$ cat config.mk
export PLATFORM = sky130hd
export DESIGN_NAME = stack_ctrl_flat
export DESIGN_NICKNAME = d
export VERILOG_FILES = /design/src/rtl/stack_if.sv /design/src/rtl/stack_ctrl.sv /design/src/flat_wrapper.sv
export SDC_FILE = /design/constraint.sdc
export NUM_CORES = 1
export LEC_CHECK = 0
export CAP_MARGIN = 15
export CELL_PAD_IN_SITES_DETAIL_PLACEMENT = 0
export CELL_PAD_IN_SITES_GLOBAL_PLACEMENT = 1
export CORE_ASPECT_RATIO = 1.1
export CORE_MARGIN = 4
export CORE_UTILIZATION = 29
export CTS_BUF_LIST = sky130_fd_sc_hd__clkbuf_8
export DETAILED_ROUTE_END_ITERATION = 8
export PLACE_DENSITY_LB_ADDON = 0.1
export RECOVER_POWER = 25
export SLEW_MARGIN = 10
export SYNTH_ARGS = -nofsm -noshare
export SYNTH_HDL_FRONTEND = slang
export SYNTH_SLANG_ARGS = --single-unit
export TNS_END_PERCENT = 5
$ cat constraint.sdc
create_clock -name clk -period 4.5 [get_ports clk]
set_input_delay 0.675 -clock clk [delete_from_list [all_inputs] [get_ports clk]]
set_output_delay 0.675 -clock clk [all_outputs]
set_load 0.05 [all_outputs]
$ cat src/rtl/stack_if.sv
// stack_if: controller-side request/status bundle for stack_ctrl; clr exists only with STACK_CTRL_CLR_EN.
interface stack_if #(parameter int DATA_W = 8, parameter int ADDR_W = 4);
    logic              push, pop, tos;
    logic [DATA_W-1:0] din, dout;
    logic              rvalid, busy;
    logic [ADDR_W:0]   sp;
    logic              empty, full, ovf, udf, ill;
`ifdef STACK_CTRL_CLR_EN
    logic              clr;
`endif
    modport master (
`ifdef STACK_CTRL_CLR_EN
        output clr,
`endif
        output push, pop, tos, din,
        input  dout, rvalid, busy, sp, empty, full, ovf, udf, ill
    );
    modport slave (
`ifdef STACK_CTRL_CLR_EN
        input  clr,
`endif
        input  push, pop, tos, din,
        output dout, rvalid, busy, sp, empty, full, ovf, udf, ill
    );
endinterface

$ cat src/rtl/stack_ctrl.sv
// stack_ctrl: stack pointer and request sequencer for a single-port sync-read stack RAM.
// Optional STACK_CTRL_CLR_EN adds a clr input that empties the stack without RAM access.
module stack_ctrl #(
    parameter int DATA_W = 8,
    parameter int ADDR_W = 4
) (
    input  logic              clk,
    input  logic              rst,
    stack_if.slave            bus,
    output logic [ADDR_W-1:0] ram_addr,
    output logic [DATA_W-1:0] ram_wdata,
    output logic              ram_we,
    output logic              ram_re,
    input  logic [DATA_W-1:0] ram_rdata
);
    localparam int DEPTH = 2 ** ADDR_W;
    typedef enum logic {IDLE, CAP} state_t;
    state_t            state;
    logic [ADDR_W:0]   sp, sp_dec;
    logic [DATA_W-1:0] dout;
    logic              rvalid, busy, ovf, udf, ill, empty, full;
    logic              clr, live, one, rd, do_push, do_rd;
    logic [1:0]        nreq;
`ifdef STACK_CTRL_CLR_EN
    assign clr = bus.clr;
`else
    assign clr = 1'b0;
`endif
    always_comb begin
        empty     = sp == '0;
        full      = sp == (ADDR_W + 1)'(DEPTH);
        sp_dec    = sp - 1'b1;
        nreq      = 2'(bus.push) + 2'(bus.pop) + 2'(bus.tos);
        live      = state == IDLE && !clr;
        one       = live && nreq == 2'd1;
        rd        = bus.pop || bus.tos;
        do_push   = one && bus.push && !full;
        do_rd     = one && rd && !empty;
        ram_we    = do_push;
        ram_re    = do_rd;
        ram_addr  = do_push ? sp[ADDR_W-1:0] : do_rd ? sp_dec[ADDR_W-1:0] : '0;
        ram_wdata = do_push ? bus.din : '0;
    end
    always_ff @(posedge clk) begin
        if (rst) begin
            state  <= IDLE;
            sp     <= '0;
            dout   <= '0;
            rvalid <= 1'b0;
            busy   <= 1'b0;
            ovf    <= 1'b0;
            udf    <= 1'b0;
            ill    <= 1'b0;
        end else begin
            state  <= do_rd ? CAP : IDLE;
            busy   <= do_rd;
            rvalid <= state == CAP;
            if (state == CAP) dout <= ram_rdata;
            // clr wins over everything, including finishing a capture with sp cleared
            if (clr) sp <= '0;
            else if (do_push) sp <= sp + 1'b1;
            else if (do_rd && bus.pop) sp <= sp_dec;
            if (one && bus.push && full) ovf <= 1'b1;
            if (one && rd && empty) udf <= 1'b1;
            if (live && nreq > 2'd1) ill <= 1'b1;
        end
    end
    assign bus.sp     = sp;
    assign bus.dout   = dout;
    assign bus.rvalid = rvalid;
    assign bus.busy   = busy;
    assign bus.empty  = empty;
    assign bus.full   = full;
    assign bus.ovf    = ovf;
    assign bus.udf    = udf;
    assign bus.ill    = ill;
endmodule

$ cat src/flat_wrapper.sv
// flat-port wrapper written by rule: the top's interface ports become plain ports
module stack_ctrl_flat 
#(
    parameter int DATA_W = 8,
    parameter int ADDR_W = 4
)
  (clk, rst, ram_addr, ram_wdata, ram_we, ram_re, ram_rdata, bus_push, bus_pop, bus_tos, bus_din, bus_dout, bus_rvalid, bus_busy, bus_sp, bus_empty, bus_full, bus_ovf, bus_udf, bus_ill);
  stack_if #(.DATA_W(DATA_W), .ADDR_W(ADDR_W)) bus_i ();
  input  logic clk;
  input  logic rst;
  output logic [ADDR_W-1:0] ram_addr;
  output logic [DATA_W-1:0] ram_wdata;
  output logic ram_we;
  output logic ram_re;
  input  logic [DATA_W-1:0] ram_rdata;
  input wire logic [$bits(bus_i.push)-1:0] bus_push;
  input wire logic [$bits(bus_i.pop)-1:0] bus_pop;
  input wire logic [$bits(bus_i.tos)-1:0] bus_tos;
  input wire logic [$bits(bus_i.din)-1:0] bus_din;
  output wire logic [$bits(bus_i.dout)-1:0] bus_dout;
  output wire logic [$bits(bus_i.rvalid)-1:0] bus_rvalid;
  output wire logic [$bits(bus_i.busy)-1:0] bus_busy;
  output wire logic [$bits(bus_i.sp)-1:0] bus_sp;
  output wire logic [$bits(bus_i.empty)-1:0] bus_empty;
  output wire logic [$bits(bus_i.full)-1:0] bus_full;
  output wire logic [$bits(bus_i.ovf)-1:0] bus_ovf;
  output wire logic [$bits(bus_i.udf)-1:0] bus_udf;
  output wire logic [$bits(bus_i.ill)-1:0] bus_ill;
  assign bus_i.push = bus_push;
  assign bus_i.pop = bus_pop;
  assign bus_i.tos = bus_tos;
  assign bus_i.din = bus_din;
  assign bus_dout = bus_i.dout;
  assign bus_rvalid = bus_i.rvalid;
  assign bus_busy = bus_i.busy;
  assign bus_sp = bus_i.sp;
  assign bus_empty = bus_i.empty;
  assign bus_full = bus_i.full;
  assign bus_ovf = bus_i.ovf;
  assign bus_udf = bus_i.udf;
  assign bus_ill = bus_i.ill;
  stack_ctrl #(.DATA_W(DATA_W), .ADDR_W(ADDR_W)) u_core (.clk(clk), .rst(rst), .bus(bus_i), .ram_addr(ram_addr), .ram_wdata(ram_wdata), .ram_we(ram_we), .ram_re(ram_re), .ram_rdata(ram_rdata));
endmodule
# Word-level counts from Yosys, hierarchy flattened
# Index checks and enable logic that the tools add are counted.
dict set report totals {
  out_inout_bits 34
  in_bits 21
  wordCells 36
  ff_bits 19
}
dict set report classes {
  n_bitwise 1
  mux 6
  reduce_logical 14
  eq_ne 2
  n_lt_le_gt_ge 1
  add_sub_neg 4
}
# op count
set op_table {}
lappend op_table {{$mux 5} 2}
lappend op_table {{$logic_and 1x1->1} 9}
lappend op_table {{$mux 4} 2}
lappend op_table {{$mux 8} 1}
lappend op_table {{$add 5x1->5 const B} 1}
lappend op_table {{$eq 5x5->1 const B} 1}
lappend op_table {{$logic_not 5->1} 1}
lappend op_table {{$sub 5x1->5 const B} 1}
lappend op_table {{$add 1x1->2} 1}
lappend op_table {{$add 2x1->2} 1}
lappend op_table {{$eq 2x1->1 const B} 1}
lappend op_table {{$gt 2x1->1 const B} 1}
lappend op_table {{$logic_not 1->1} 2}
lappend op_table {{$reduce_bool 2->1} 1}
lappend op_table {{$logic_or 1x1->1} 1}
lappend op_table {{$mux 1} 1}
lappend op_table {{$not 1->1} 1}

# Logic depth before layout (Yosys ltp)
# Gate-level depths: netlist of the first run.
dict set report depth {
  ltp_word 9
  depth_mapped 7
  ltp_nobuf 7
}

# Least setup slack after synthesis of the first run
# OpenSTA, ideal clock, no wires.
dict set report synth_path {
  path_type {input to output}
  from {input port bus_tos}
  to {output port ram_addr[2]}
  n_path_buf 1
  arrival_time_ps 3828
  path_stages 7
  required_time_ps 3825
  slack_ps -3
  cell_sequence {inv_1 -> fa_1 -> or3b_1 -> buf_2 -> nor3_2 -> o21ai_0 -> o21ai_0}
}
dict set report synth_between {
  elab_chain_cells 7
  elab_cells_between_ends 10
  cone_classes {1 x add/sub; 1 x eq/ne; 2 x mux; 6 x reduce/logical}
}
# item line
set synth_lines {}
lappend synth_lines {{start: declaration} flat_wrapper.sv:18} ;# input wire logic [$bits(bus_i.tos)-1:0] bus_tos;
lappend synth_lines {{$add 2x1->2} stack_ctrl.sv:33} ;# nreq = 2'(bus.push) + 2'(bus.pop) + 2'(bus.tos);
lappend synth_lines {{$eq 2x1->1} stack_ctrl.sv:35} ;# one = live && nreq == 2'd1;
lappend synth_lines {{$logic_and 1x1->1} stack_ctrl.sv:35}
lappend synth_lines {{$logic_and 1x1->1 (*) (2 in series)} stack_ctrl.sv:38} ;# do_rd = one && rd && !empty;
lappend synth_lines {{via ram_re} flat_wrapper.sv:14} ;# output logic ram_re;
lappend synth_lines {{$mux 4 (*) (2 in series)} stack_ctrl.sv:41} ;# ram_addr = do_push ? sp[ADDR_W-1:0] : do_rd ? sp_dec[ADDR_W-1:0] : '0;
lappend synth_lines {{end: declaration} flat_wrapper.sv:11} ;# output logic [ADDR_W-1:0] ram_addr;
# The timed path passes the listed nets; every way through them passes the cells marked *.

# Final worst setup path of the first run
dict set report layout_path {
  from {input port bus_push}
  to {output port ram_we}
}
dict set report layout_between {
  elab_chain_cells 6
}
# item line
set layout_lines {}
lappend layout_lines {{start: declaration} flat_wrapper.sv:16} ;# input wire logic [$bits(bus_i.push)-1:0] bus_push;
lappend layout_lines {{$add 1x1->2} stack_ctrl.sv:33}
lappend layout_lines {{$add 2x1->2} stack_ctrl.sv:33}
lappend layout_lines {{$eq 2x1->1} stack_ctrl.sv:35}
lappend layout_lines {{$logic_and 1x1->1} stack_ctrl.sv:35}
lappend layout_lines {{$logic_and 1x1->1 (*) (2 in series)} stack_ctrl.sv:37} ;# do_push = one && bus.push && !full;
lappend layout_lines {{end: declaration} flat_wrapper.sv:13} ;# output logic ram_we;
# Mark *: on every way between the ends. The rest lies on a longest branch, timed or not.

==> results of run 1 <==
==> cells in the final DEF (no fill, tap or decap), types with 3 or more instances in the layout <==
cell type / n
sky130_fd_sc_hd__a211oi_1: 3
sky130_fd_sc_hd__a21oi_1: 4
sky130_fd_sc_hd__and3_1: 8
sky130_fd_sc_hd__buf_4: 4
sky130_fd_sc_hd__clkbuf_8: 3
sky130_fd_sc_hd__clkdlybuf4s50_1: 45
sky130_fd_sc_hd__dfxtp_1: 18
sky130_fd_sc_hd__dlygate4sd3_1: 5
sky130_fd_sc_hd__inv_1: 6
sky130_fd_sc_hd__mux2i_1: 8
sky130_fd_sc_hd__nor2_1: 22
sky130_fd_sc_hd__nor2b_1: 3
sky130_fd_sc_hd__nor3_1: 3
sky130_fd_sc_hd__o21ai_0: 11
==> synthesized netlist by cell type, drive strengths merged (3+ instances only) <==
cell type  number
nor2           22
dfxtp          18
o21ai          11
and3            8
mux2i           8
inv             6
clkbuf          5
a21oi           4
nor3            4
a211oi          3
buf             3
nor2b           3
==> cell families after synthesis <==
family                     synth area share
and+or+nand+nor                       0.289
buffers and inverters                0.0551
AOI/OAI and AO/OA                     0.148
adders and majority gates            0.0451
muxes                                 0.103
DFF                                   0.360
==> metrics by stage <==
| stage | util | hold WS, ns |
|---|---|---|
| floorplan | - | 0.697 |
| global placement | 0.468 | 0.459 |
| detailed placement | 0.468 | 0.460 |
| CTS | 0.480 | 0.475 |
| global route | 0.480 | 0.528 |
| finish | 0.480 | 0.469 |
==> sequential cells by signal, summed over array words and instances, names as in the netlist <==
register	cells
u_core.bus.dout	8
u_core.bus.sp	5
u_core.bus.busy	1
u_core.bus.ill	1
u_core.bus.ovf	1
u_core.bus.rvalid	1
u_core.bus.udf	1
==> power breakdown <==
part	total [mW]	switching, mW	internal, mW
combinational	0.180	0.111	0.0699
sequential	0.179	0.0122	0.167
clock	0.105	0.0457	0.0592
total	0.465	0.168	0.296
==> routing by layer <==
metal	global-route usage	share of wire	wire, µm	up-vias
met5	0	0	0	-
met4	0.0144	0	0	0
met3	0.0600	0.098	273	0
met2	0.207	0.47	1310	40
met1	0.153	0.43	1190	469
li1	-	-	-	522
==> critical path, stage by stage <==
cell	delay, ns
sky130_fd_sc_hd__dlygate4sd3_1	0.65
sky130_fd_sc_hd__inv_1	0.08
sky130_fd_sc_hd__fa_1	0.47
sky130_fd_sc_hd__or4bb_1	0.54
sky130_fd_sc_hd__nor2_1	0.28
sky130_fd_sc_hd__clkdlybuf4s50_1	0.87
==> path summary, 6_finish.rpt <==
check                           slack, ns                             to                          start
worst min register to register       0.47    u_core.bus.ovf$_SDFFE_PP0P_    u_core.bus.ovf$_SDFFE_PP0P_
worst max-delay path                 0.25                         ram_we                       bus_push
worst max register to register       2.05  u_core.bus.sp[3]$_SDFFE_PP0P_  u_core.bus.sp[0]$_SDFFE_PP0P_
worst min-delay path                 0.47    u_core.bus.ovf$_SDFFE_PP0P_    u_core.bus.ovf$_SDFFE_PP0P_
==> layout make-up <==
type,count,area (µm²),area share
clock buffer,3,41.3,0.0258
inverter,6,22.5,0.0141
multi-input combinational,88,584,0.365
sequential,18,360,0.225
tap,48,60.1,0.0376
timing repair buffer,54,531,0.332
==> report_table.html, run 1 <==
<table>
<tr><th>Metric</th><th>Value</th></tr>
<tr><th colspan="2">GRT</th></tr>
<tr><td>Largest net degree at the start of global routing</td><td>22</td></tr>
<tr><td>Antenna violations before repair</td><td>0</td></tr>
<tr><td>Total congestion overflow after global routing</td><td>0</td></tr>
<tr><td>Vias in the first global route</td><td>between 900 and 1000</td></tr>
<tr><td>Gr usage total</td><td>0.126</td></tr>
<tr><td>First-pass GRT wire length</td><td>~4.6 mm</td></tr>
<tr><th colspan="2">Die</th></tr>
<tr><td>Core area</td><td>about 3300 µm²</td></tr>
<tr><td>Number of top-level pins</td><td>55</td></tr>
<tr><td>Vertical die dimension</td><td>69.6 µm</td></tr>
<tr><td>Horizontal die dimension</td><td>64.0 µm</td></tr>
<tr><td>Starting Density</td><td>0.300</td></tr>
<tr><td>Die area</td><td>4450 µm²</td></tr>
<tr><td>Standard-cell rows</td><td>22</td></tr>
<tr><th colspan="2">Detailed routing</th></tr>
<tr><td>Total detailed-routing wirelength</td><td>about 2.8 mm</td></tr>
<tr><td>Avg WL per Cell</td><td>about 13 µm</td></tr>
<tr><td>Length of the first detailed-routing pass in iterations</td><td>4</td></tr>
<tr><td>Antenna-violating nets left</td><td>0</td></tr>
<tr><td>Remaining DRCs</td><td>0</td></tr>
<tr><td>Routed via count</td><td>1031</td></tr>
<tr><td>Vias/cell</td><td>4.75</td></tr>
<tr><td>Number of violations reported at the end of detailed-routing iteration 0</td><td>27</td></tr>
<tr><th colspan="2">Placed design</th></tr>
<tr><td>Area after DPL</td><td>1560 µm²</td></tr>
<tr><td>Count of buffers inserted at the top-level ports</td><td>54</td></tr>
<tr><td>Worst setup timing slack at the placement stage</td><td>0.352 ns</td></tr>
<tr><td>Routability congestion estimate from global placement</td><td>about 0.8</td></tr>
<tr><td>Total half-perimeter wirelength after legalization and detailed placement</td><td>2.15 mm</td></tr>
<tr><td>Number of placed instances, taps included</td><td>214</td></tr>
<tr><th colspan="2">Timing</th></tr>
<tr><td>Final setup violation count</td><td>0</td></tr>
<tr><td>Worst slew margin relative to its limit</td><td>0.497</td></tr>
<tr><td>Highest achievable clock rate</td><td>0.235 GHz</td></tr>
<tr><td>Hold violation count in the final report</td><td>0</td></tr>
<tr><td>Total Neg Setup Slack</td><td>0 ns</td></tr>
<tr><td>Max Transition Viols Final</td><td>0</td></tr>
<tr><td>Final worst setup slack</td><td>0.249 ns</td></tr>
<tr><td>Worst Skew</td><td>between 0.004 and 0.005 ns</td></tr>
<tr><td>Setup repair after global routing missed its margin</td><td>no</td></tr>
<tr><td>Actual transition at the worst max-transition pin</td><td>about 0.75 ns</td></tr>
<tr><td>Fraction of the cycle the final worst path needs</td><td>0.945</td></tr>
<tr><td>Final critical path time including I/O delays and setup</td><td>between 4 and 5 ns</td></tr>
<tr><th colspan="2">Clocking</th></tr>
<tr><td>Hold buffers post-CTS</td><td>0</td></tr>
<tr><td>Number of clock sinks</td><td>18</td></tr>
<tr><td>Clock transition at the registers of the reported paths</td><td>0.06 ns</td></tr>
<tr><td>Number of buffers created by CTS</td><td>3</td></tr>
<tr><td>Clock tree buffer depth</td><td>2</td></tr>
<tr><td>Number of post-CTS setup repair buffers</td><td>0</td></tr>
<tr><td>CTS tree</td><td>built</td></tr>
<tr><td>H-tree levels</td><td>1</td></tr>
<tr><td>Clock network latency to the later pin of the worst-skew pair</td><td>0.25 ns</td></tr>
<tr><td>Resized cells post-CTS</td><td>0</td></tr>
<tr><td>CTS root buf</td><td>sky130_fd_sc_hd__clkbuf_8</td></tr>
<tr><th colspan="2">Layout</th></tr>
<tr><td>Total number of nets in the final design</td><td>195</td></tr>
<tr><td>Area growth from synthesis to layout</td><td>59.9%</td></tr>
<tr><td>Number of standard cells in the layout, taps in and fillers out</td><td>217</td></tr>
<tr><td>FILL cells</td><td>344</td></tr>
<tr><td>Antenna diode count</td><td>0</td></tr>
<tr><td>Layout cells sized above 1</td><td>0.0592</td></tr>
<tr><td>Design area</td><td>1600 µm²</td></tr>
<tr><th colspan="2">Worst hold path</th></tr>
<tr><td>Number of cells traversed by the worst hold path</td><td>2</td></tr>
<tr><td>Type of the tightest min-delay check</td><td>flop to flop</td></tr>
<tr><th colspan="2">Synth</th></tr>
<tr><td>Post-Synthesis Cell Area</td><td>1000 µm²</td></tr>
<tr><td>Syn. warnings</td><td>0</td></tr>
<tr><td>Mean Syn Cell Area</td><td>8.33 µm²</td></tr>
<tr><td>Biggest area consumer among synthesized cells</td><td>sky130_fd_sc_hd__dfxtp_1</td></tr>
<tr><td>Area contributors post-synth</td><td>sky130_fd_sc_hd__dfxtp_1 (36%), sky130_fd_sc_hd__nor2_1 (8.3%), sky130_fd_sc_hd__mux2i_1 (8.0%)</td></tr>
<tr><td>Number of enable-type register cells in the synthesized netlist</td><td>0</td></tr>
<tr><td>Net count of the mapped netlist</td><td>144</td></tr>
<tr><td>Fraction of registers with async set or reset after synthesis</td><td>0</td></tr>
<tr><td>Sequential share of the synthesized area</td><td>0.360</td></tr>
<tr><td>Synth Instances</td><td>120</td></tr>
<tr><td>Most used flip-flop cell after synthesis</td><td>sky130_fd_sc_hd__dfxtp_1</td></tr>
<tr><td>Share of Yosys cell area claimed by the top area cell type</td><td>0.360</td></tr>
<tr><td>Distinct cells, synth</td><td>34</td></tr>
<tr><td>Flops &amp; latches, synth</td><td>18</td></tr>
<tr><th colspan="2">Worst setup path</th></tr>
<tr><td>Kind of critical path</td><td>input pin to output pin</td></tr>
<tr><td>WP data required</td><td>3.83 ns</td></tr>
<tr><td>CP Capture Type</td><td>output pin</td></tr>
<tr><td>Worst Reg-to-Reg Cells</td><td>7</td></tr>
<tr><td>Launching element type of the critical path</td><td>input pin</td></tr>
<tr><td>Data arrival time at the worst-slack endpoint</td><td>3.58 ns</td></tr>
<tr><td>Biggest fanout along the worst timing path</td><td>7</td></tr>
<tr><th colspan="2">Job</th></tr>
<tr><td>Count of max-cap constraint violations</td><td>0</td></tr>
<tr><th colspan="2">Pwr</th></tr>
<tr><td>Pleak</td><td>approximately 0.62 nW</td></tr>
<tr><td>Peak supply drop</td><td>185 µV</td></tr>
<tr><td>Power consumption</td><td>around 0.46 mW</td></tr>
<tr><td>PwrDens</td><td>291 nW/µm²</td></tr>
<tr><th colspan="2">Status</th></tr>
<tr><td>Result of the run</td><td>finished clean</td></tr>
</table>
(Power assumes the default switching activity.)
==> run 2: changes to the inputs <==
--- a/config.mk
+++ b/config.mk
@@ -19,4 +19,3 @@
 export SYNTH_ARGS = -nofsm -noshare
 export SYNTH_HDL_FRONTEND = slang
 export SYNTH_SLANG_ARGS = --single-unit
-export TNS_END_PERCENT = 5
==> results of run 2 <==
No change in the layout: final DEF, timing and power equal those of run 1.
==> run 3: changes to the inputs <==
--- a/config.mk
+++ b/config.mk
@@ -13,6 +13,7 @@
 export CORE_UTILIZATION = 29
 export CTS_BUF_LIST = sky130_fd_sc_hd__clkbuf_8
 export DETAILED_ROUTE_END_ITERATION = 8
+export GPL_TIMING_DRIVEN = 0
 export PLACE_DENSITY_LB_ADDON = 0.1
 export RECOVER_POWER = 25
 export SLEW_MARGIN = 10
==> run 3 against run 2 <==
Net effect: non-clock buffer count grew 8; worst setup slack improved by 0.035 ns; worst hold slack improved by 0.0016 ns; total power grew 6.1%; first-iteration DRC count rose by 100%; cell count up 4.1%; critical endpoint unchanged; via count increased by 4.4%; flip-flop and latch count unchanged; count of clock-buffer cells in the layout rose by 1; clock skew about the same; routed wire length stayed put; clock power increased by 25%.
==> report_table.html, run 3 (synthesized netlist as in run 1, its figures left out) <==
<table>
<tr><th>Metric</th><th>Value</th></tr>
<tr><th colspan="2">Status</th></tr>
<tr><td>Result of the run</td><td>finished clean (unchanged)</td></tr>
<tr><th colspan="2">Die</th></tr>
<tr><td>Starting Density</td><td>0.300 (unchanged)</td></tr>
<tr><td>Standard-cell rows</td><td>22 (unchanged)</td></tr>
<tr><td>Core area</td><td>3330 µm² (unchanged)</td></tr>
<tr><td>Die area</td><td>4450 µm² (unchanged)</td></tr>
<tr><td>Vertical die dimension</td><td>69.6 µm (unchanged)</td></tr>
<tr><td>Horizontal die dimension</td><td>64.0 µm (unchanged)</td></tr>
<tr><td>Number of top-level pins</td><td>55 (unchanged)</td></tr>
<tr><th colspan="2">Clocking</th></tr>
<tr><td>H-tree levels</td><td>1 (unchanged)</td></tr>
<tr><td>Number of post-CTS setup repair buffers</td><td>0 (unchanged)</td></tr>
<tr><td>Number of clock sinks</td><td>18 (unchanged)</td></tr>
<tr><td>Hold buffers post-CTS</td><td>0 (unchanged)</td></tr>
<tr><td>Clock network latency to the later pin of the worst-skew pair</td><td>0.25 ns (about the same)</td></tr>
<tr><td>Clock tree buffer depth</td><td>2 (unchanged)</td></tr>
<tr><td>CTS root buf</td><td>sky130_fd_sc_hd__clkbuf_8 (unchanged)</td></tr>
<tr><td>Resized cells post-CTS</td><td>0 (unchanged)</td></tr>
<tr><td>Clock transition at the registers of the reported paths</td><td>0.07 ns (was 0.06 ns)</td></tr>
<tr><td>Number of buffers created by CTS</td><td>3 (unchanged)</td></tr>
<tr><td>CTS tree</td><td>built (unchanged)</td></tr>
<tr><th colspan="2">Timing</th></tr>
<tr><td>Highest achievable clock rate</td><td>0.237 GHz (was 0.235 GHz)</td></tr>
<tr><td>Hold violation count in the final report</td><td>0 (unchanged)</td></tr>
<tr><td>Final critical path time including I/O delays and setup</td><td>4.22 ns (was 4.25 ns)</td></tr>
<tr><td>Actual transition at the worst max-transition pin</td><td>0.634 ns (was 0.752 ns)</td></tr>
<tr><td>Total Neg Setup Slack</td><td>0 ns (unchanged)</td></tr>
<tr><td>Worst slew margin relative to its limit</td><td>0.576 (was 0.497)</td></tr>
<tr><td>Setup repair after global routing missed its margin</td><td>no (unchanged)</td></tr>
<tr><td>Final setup violation count</td><td>0 (unchanged)</td></tr>
<tr><td>Worst Skew</td><td>0.00450 ns (was 0.00459 ns)</td></tr>
<tr><td>Max Transition Viols Final</td><td>0 (unchanged)</td></tr>
<tr><td>Fraction of the cycle the final worst path needs</td><td>0.937 (was 0.945)</td></tr>
<tr><td>Final worst setup slack</td><td>0.284 ns (was 0.249 ns)</td></tr>
<tr><th colspan="2">Detailed routing</th></tr>
<tr><td>Routed via count</td><td>1076 (was 1031)</td></tr>
<tr><td>Vias/cell</td><td>4.76 (was 4.75)</td></tr>
<tr><td>Number of violations reported at the end of detailed-routing iteration 0</td><td>55 (was 27)</td></tr>
<tr><td>Total detailed-routing wirelength</td><td>2.78 mm (unchanged)</td></tr>
<tr><td>Avg WL per Cell</td><td>12.3 µm (was 12.8 µm)</td></tr>
<tr><td>Length of the first detailed-routing pass in iterations</td><td>4 (unchanged)</td></tr>
<tr><td>Remaining DRCs</td><td>0 (unchanged)</td></tr>
<tr><td>Antenna-violating nets left</td><td>0 (unchanged)</td></tr>
<tr><th colspan="2">Placed design</th></tr>
<tr><td>Count of buffers inserted at the top-level ports</td><td>54 (unchanged)</td></tr>
<tr><td>Number of placed instances, taps included</td><td>222 (was 214)</td></tr>
<tr><td>Worst setup timing slack at the placement stage</td><td>0.0974 ns (was 0.352 ns)</td></tr>
<tr><td>Routability congestion estimate from global placement</td><td>0.824 (unchanged)</td></tr>
<tr><td>Total half-perimeter wirelength after legalization and detailed placement</td><td>2.22 mm (was 2.15 mm)</td></tr>
<tr><th colspan="2">Worst setup path</th></tr>
<tr><td>Buf+Inv Stages, Crit Path</td><td>3 (unchanged)</td></tr>
<tr><td>CP dominant cell by count</td><td>sky130_fd_sc_hd__clkdlybuf4s50_1</td></tr>
<tr><td>Register-to-Register Setup Slack</td><td>2.42 ns (was 2.05 ns)</td></tr>
<tr><td>Launching element type of the critical path</td><td>input pin (unchanged)</td></tr>
<tr><td>Kind of critical path</td><td>input pin to output pin (unchanged)</td></tr>
<tr><td>CP Capture Type</td><td>output pin (unchanged)</td></tr>
<tr><td>WP data required</td><td>3.83 ns (about the same)</td></tr>
<tr><td>Sequence of cells on the critical path</td><td>clkdlybuf4s50_1, inv_1, fa_1, or4bb_1, nor2_1, clkdlybuf4s50_1 (was dlygate4sd3_1, inv_1, fa_1, or4bb_1, nor2_1, clkdlybuf4s50_1)</td></tr>
<tr><td>Biggest fanout along the worst timing path</td><td>7 (unchanged)</td></tr>
<tr><td>Critical path's slowest cell</td><td>sky130_fd_sc_hd__clkdlybuf4s50_1 (unchanged)</td></tr>
<tr><td>Gate family responsible for the most delay along the worst path</td><td>buffers and inverters (unchanged)</td></tr>
<tr><td>Data arrival time at the worst-slack endpoint</td><td>3.54 ns (was 3.58 ns)</td></tr>
<tr><td>Delay of the slowest cell on the worst path</td><td>0.87 ns (about the same)</td></tr>
<tr><th colspan="2">Pwr</th></tr>
<tr><td>Peak supply drop</td><td>194 µV (was 185 µV)</td></tr>
<tr><td>Switching power share of the total</td><td>0.356 (was 0.362)</td></tr>
<tr><td>Pleak</td><td>0.711 nW (was 0.625 nW)</td></tr>
<tr><td>Portion of total power attributed to the clock network</td><td>0.265 (was 0.226)</td></tr>
<tr><td>Sequential cell fraction of total power</td><td>0.351 (was 0.386)</td></tr>
<tr><td>Internal power</td><td>0.318 mW (was 0.296 mW)</td></tr>
<tr><td>Comb pwr share</td><td>0.384 (was 0.388)</td></tr>
<tr><td>PwrDens</td><td>296 nW/µm² (was 291 nW/µm²)</td></tr>
<tr><td>Switching Power</td><td>0.175 mW (was 0.168 mW)</td></tr>
<tr><th colspan="2">GRT</th></tr>
<tr><td>Gr usage total</td><td>0.125 (was 0.126)</td></tr>
<tr><td>Largest net degree at the start of global routing</td><td>11 (was 22)</td></tr>
<tr><td>Vias in the first global route</td><td>1052 (was 999)</td></tr>
<tr><td>Total congestion overflow after global routing</td><td>0 (unchanged)</td></tr>
<tr><td>Antenna violations before repair</td><td>0 (unchanged)</td></tr>
<tr><td>First-pass GRT wire length</td><td>4.57 mm (was 4.61 mm)</td></tr>
<tr><th colspan="2">Layout</th></tr>
<tr><td>Registers with the highest flip-flop counts</td><td>u_core.bus.dout: 8 flops, u_core.bus.sp: 5 flops (unchanged)</td></tr>
<tr><td>Antenna diode count</td><td>0 (unchanged)</td></tr>
<tr><td>Commonest non-fill, non-tap cells in the layout</td><td>sky130_fd_sc_hd__clkdlybuf4s50_1 (46), sky130_fd_sc_hd__nor2_1 (22), sky130_fd_sc_hd__dfxtp_1 (18) (was sky130_fd_sc_hd__clkdlybuf4s50_1 (45), sky130_fd_sc_hd__nor2_1 (22), sky130_fd_sc_hd__dfxtp_1 (18))</td></tr>
<tr><td>Total number of nets in the final design</td><td>203 (was 195)</td></tr>
<tr><td>FILL cells</td><td>343 (was 344)</td></tr>
<tr><td>Flip-flop count of the largest register after layout</td><td>8 (unchanged)</td></tr>
<tr><td>Register with the most flip-flops</td><td>u_core.bus.dout (unchanged)</td></tr>
<tr><td>Number of standard cells in the layout, taps in and fillers out</td><td>226 (was 217)</td></tr>
<tr><td>Layout cells sized above 1</td><td>0.0506 (was 0.0592)</td></tr>
<tr><td>Area growth from synthesis to layout</td><td>66.6% (was 59.9%)</td></tr>
<tr><td>Most frequent standard cell in the layout excluding fill and tap cells</td><td>sky130_fd_sc_hd__clkdlybuf4s50_1 (unchanged)</td></tr>
<tr><th colspan="2">Worst hold path</th></tr>
<tr><td>Type of the tightest min-delay check</td><td>flop to flop (unchanged)</td></tr>
<tr><th colspan="2">Job</th></tr>
<tr><td>Count of max-cap constraint violations</td><td>0 (unchanged)</td></tr>
</table>
==> run 3: cell types whose count changed in the layout (fill, tap and decap cells not counted) <==
cell / delta
sky130_fd_sc_hd__clkbuf_1: +5
sky130_fd_sc_hd__buf_4: -4
sky130_fd_sc_hd__dlymetal6s2s_1: +4
sky130_fd_sc_hd__buf_2: +2
sky130_fd_sc_hd__buf_1: +1
sky130_fd_sc_hd__clkbuf_8: +1
sky130_fd_sc_hd__clkdlybuf4s50_1: +1
sky130_fd_sc_hd__dlygate4sd3_1: -1
==> run 3: per-layer routing <==
layer	global-route usage	routed length (µm)	vias to the layer above
met5	0	0	-
met4	0.0144	10	0
met3	0.0616	251	2
met2	0.215	1340	45
met1	0.143	1170	487
li1	-	-	542
==> run 3: final cells by class <==
cell class / count / area, µm² / share of cell area
inverter: 6 / 22.5 / 0.0135
clock buffer: 4 / 55.1 / 0.0331
buffer: 8 / 32.5 / 0.0195
sequential: 18 / 360 / 0.216
timing repair buffer: 54 / 551 / 0.331
multi-input combinational: 88 / 584 / 0.351
tap: 48 / 60.1 / 0.0361
==> run 3: worst paths after layout <==
path / from / endpoint / depth (start not counted)
worst min register to register: u_core.bus.ovf$_SDFFE_PP0P_ / u_core.bus.ovf$_SDFFE_PP0P_ / 2
worst min-delay path: u_core.bus.ovf$_SDFFE_PP0P_ / u_core.bus.ovf$_SDFFE_PP0P_ / 2
worst max-delay path: bus_push / ram_we / 6
worst max register to register: u_core.bus.sp[0]$_SDFFE_PP0P_ / u_core.bus.sp[3]$_SDFFE_PP0P_ / 7
==> run 3: through the flow <==
stage                     hold WS (ns)  total power [mW]  cell area (µm²)   util
after global routing             0.519             0.521             1670  0.500
final                            0.471             0.493             1670  0.500
after global placement           0.458             0.367             1600  0.480
after floorplan                  0.697             0.300             1000      -
after detailed placement         0.463             0.367             1600  0.480
after CTS                        0.479             0.498             1660  0.497
==> run 3: power groups by stage <==
stage / clock, mW / combinational (mW) / sequential (mW)
6_report: 0.131 / 0.189 / 0.173
3_5_place_dp: 0 / 0.191 / 0.177
2_1_floorplan: 0 / 0.0986 / 0.202
3_3_place_gp: 0 / 0.191 / 0.176
4_1_cts: 0.134 / 0.191 / 0.173
5_1_grt: 0.144 / 0.202 / 0.175
==> run 3: worst register-to-register path, cell delays in order (launching register included) <==
cell and delay [ns]:
sky130_fd_sc_hd__dfxtp_1 0.40, sky130_fd_sc_hd__inv_1 0.09, sky130_fd_sc_hd__ha_1 0.24, sky130_fd_sc_hd__nand4bb_1 0.23, sky130_fd_sc_hd__inv_1 0.24, sky130_fd_sc_hd__o21ai_0 0.13
sky130_fd_sc_hd__a211oi_1 0.29, sky130_fd_sc_hd__mux2_1 0.35
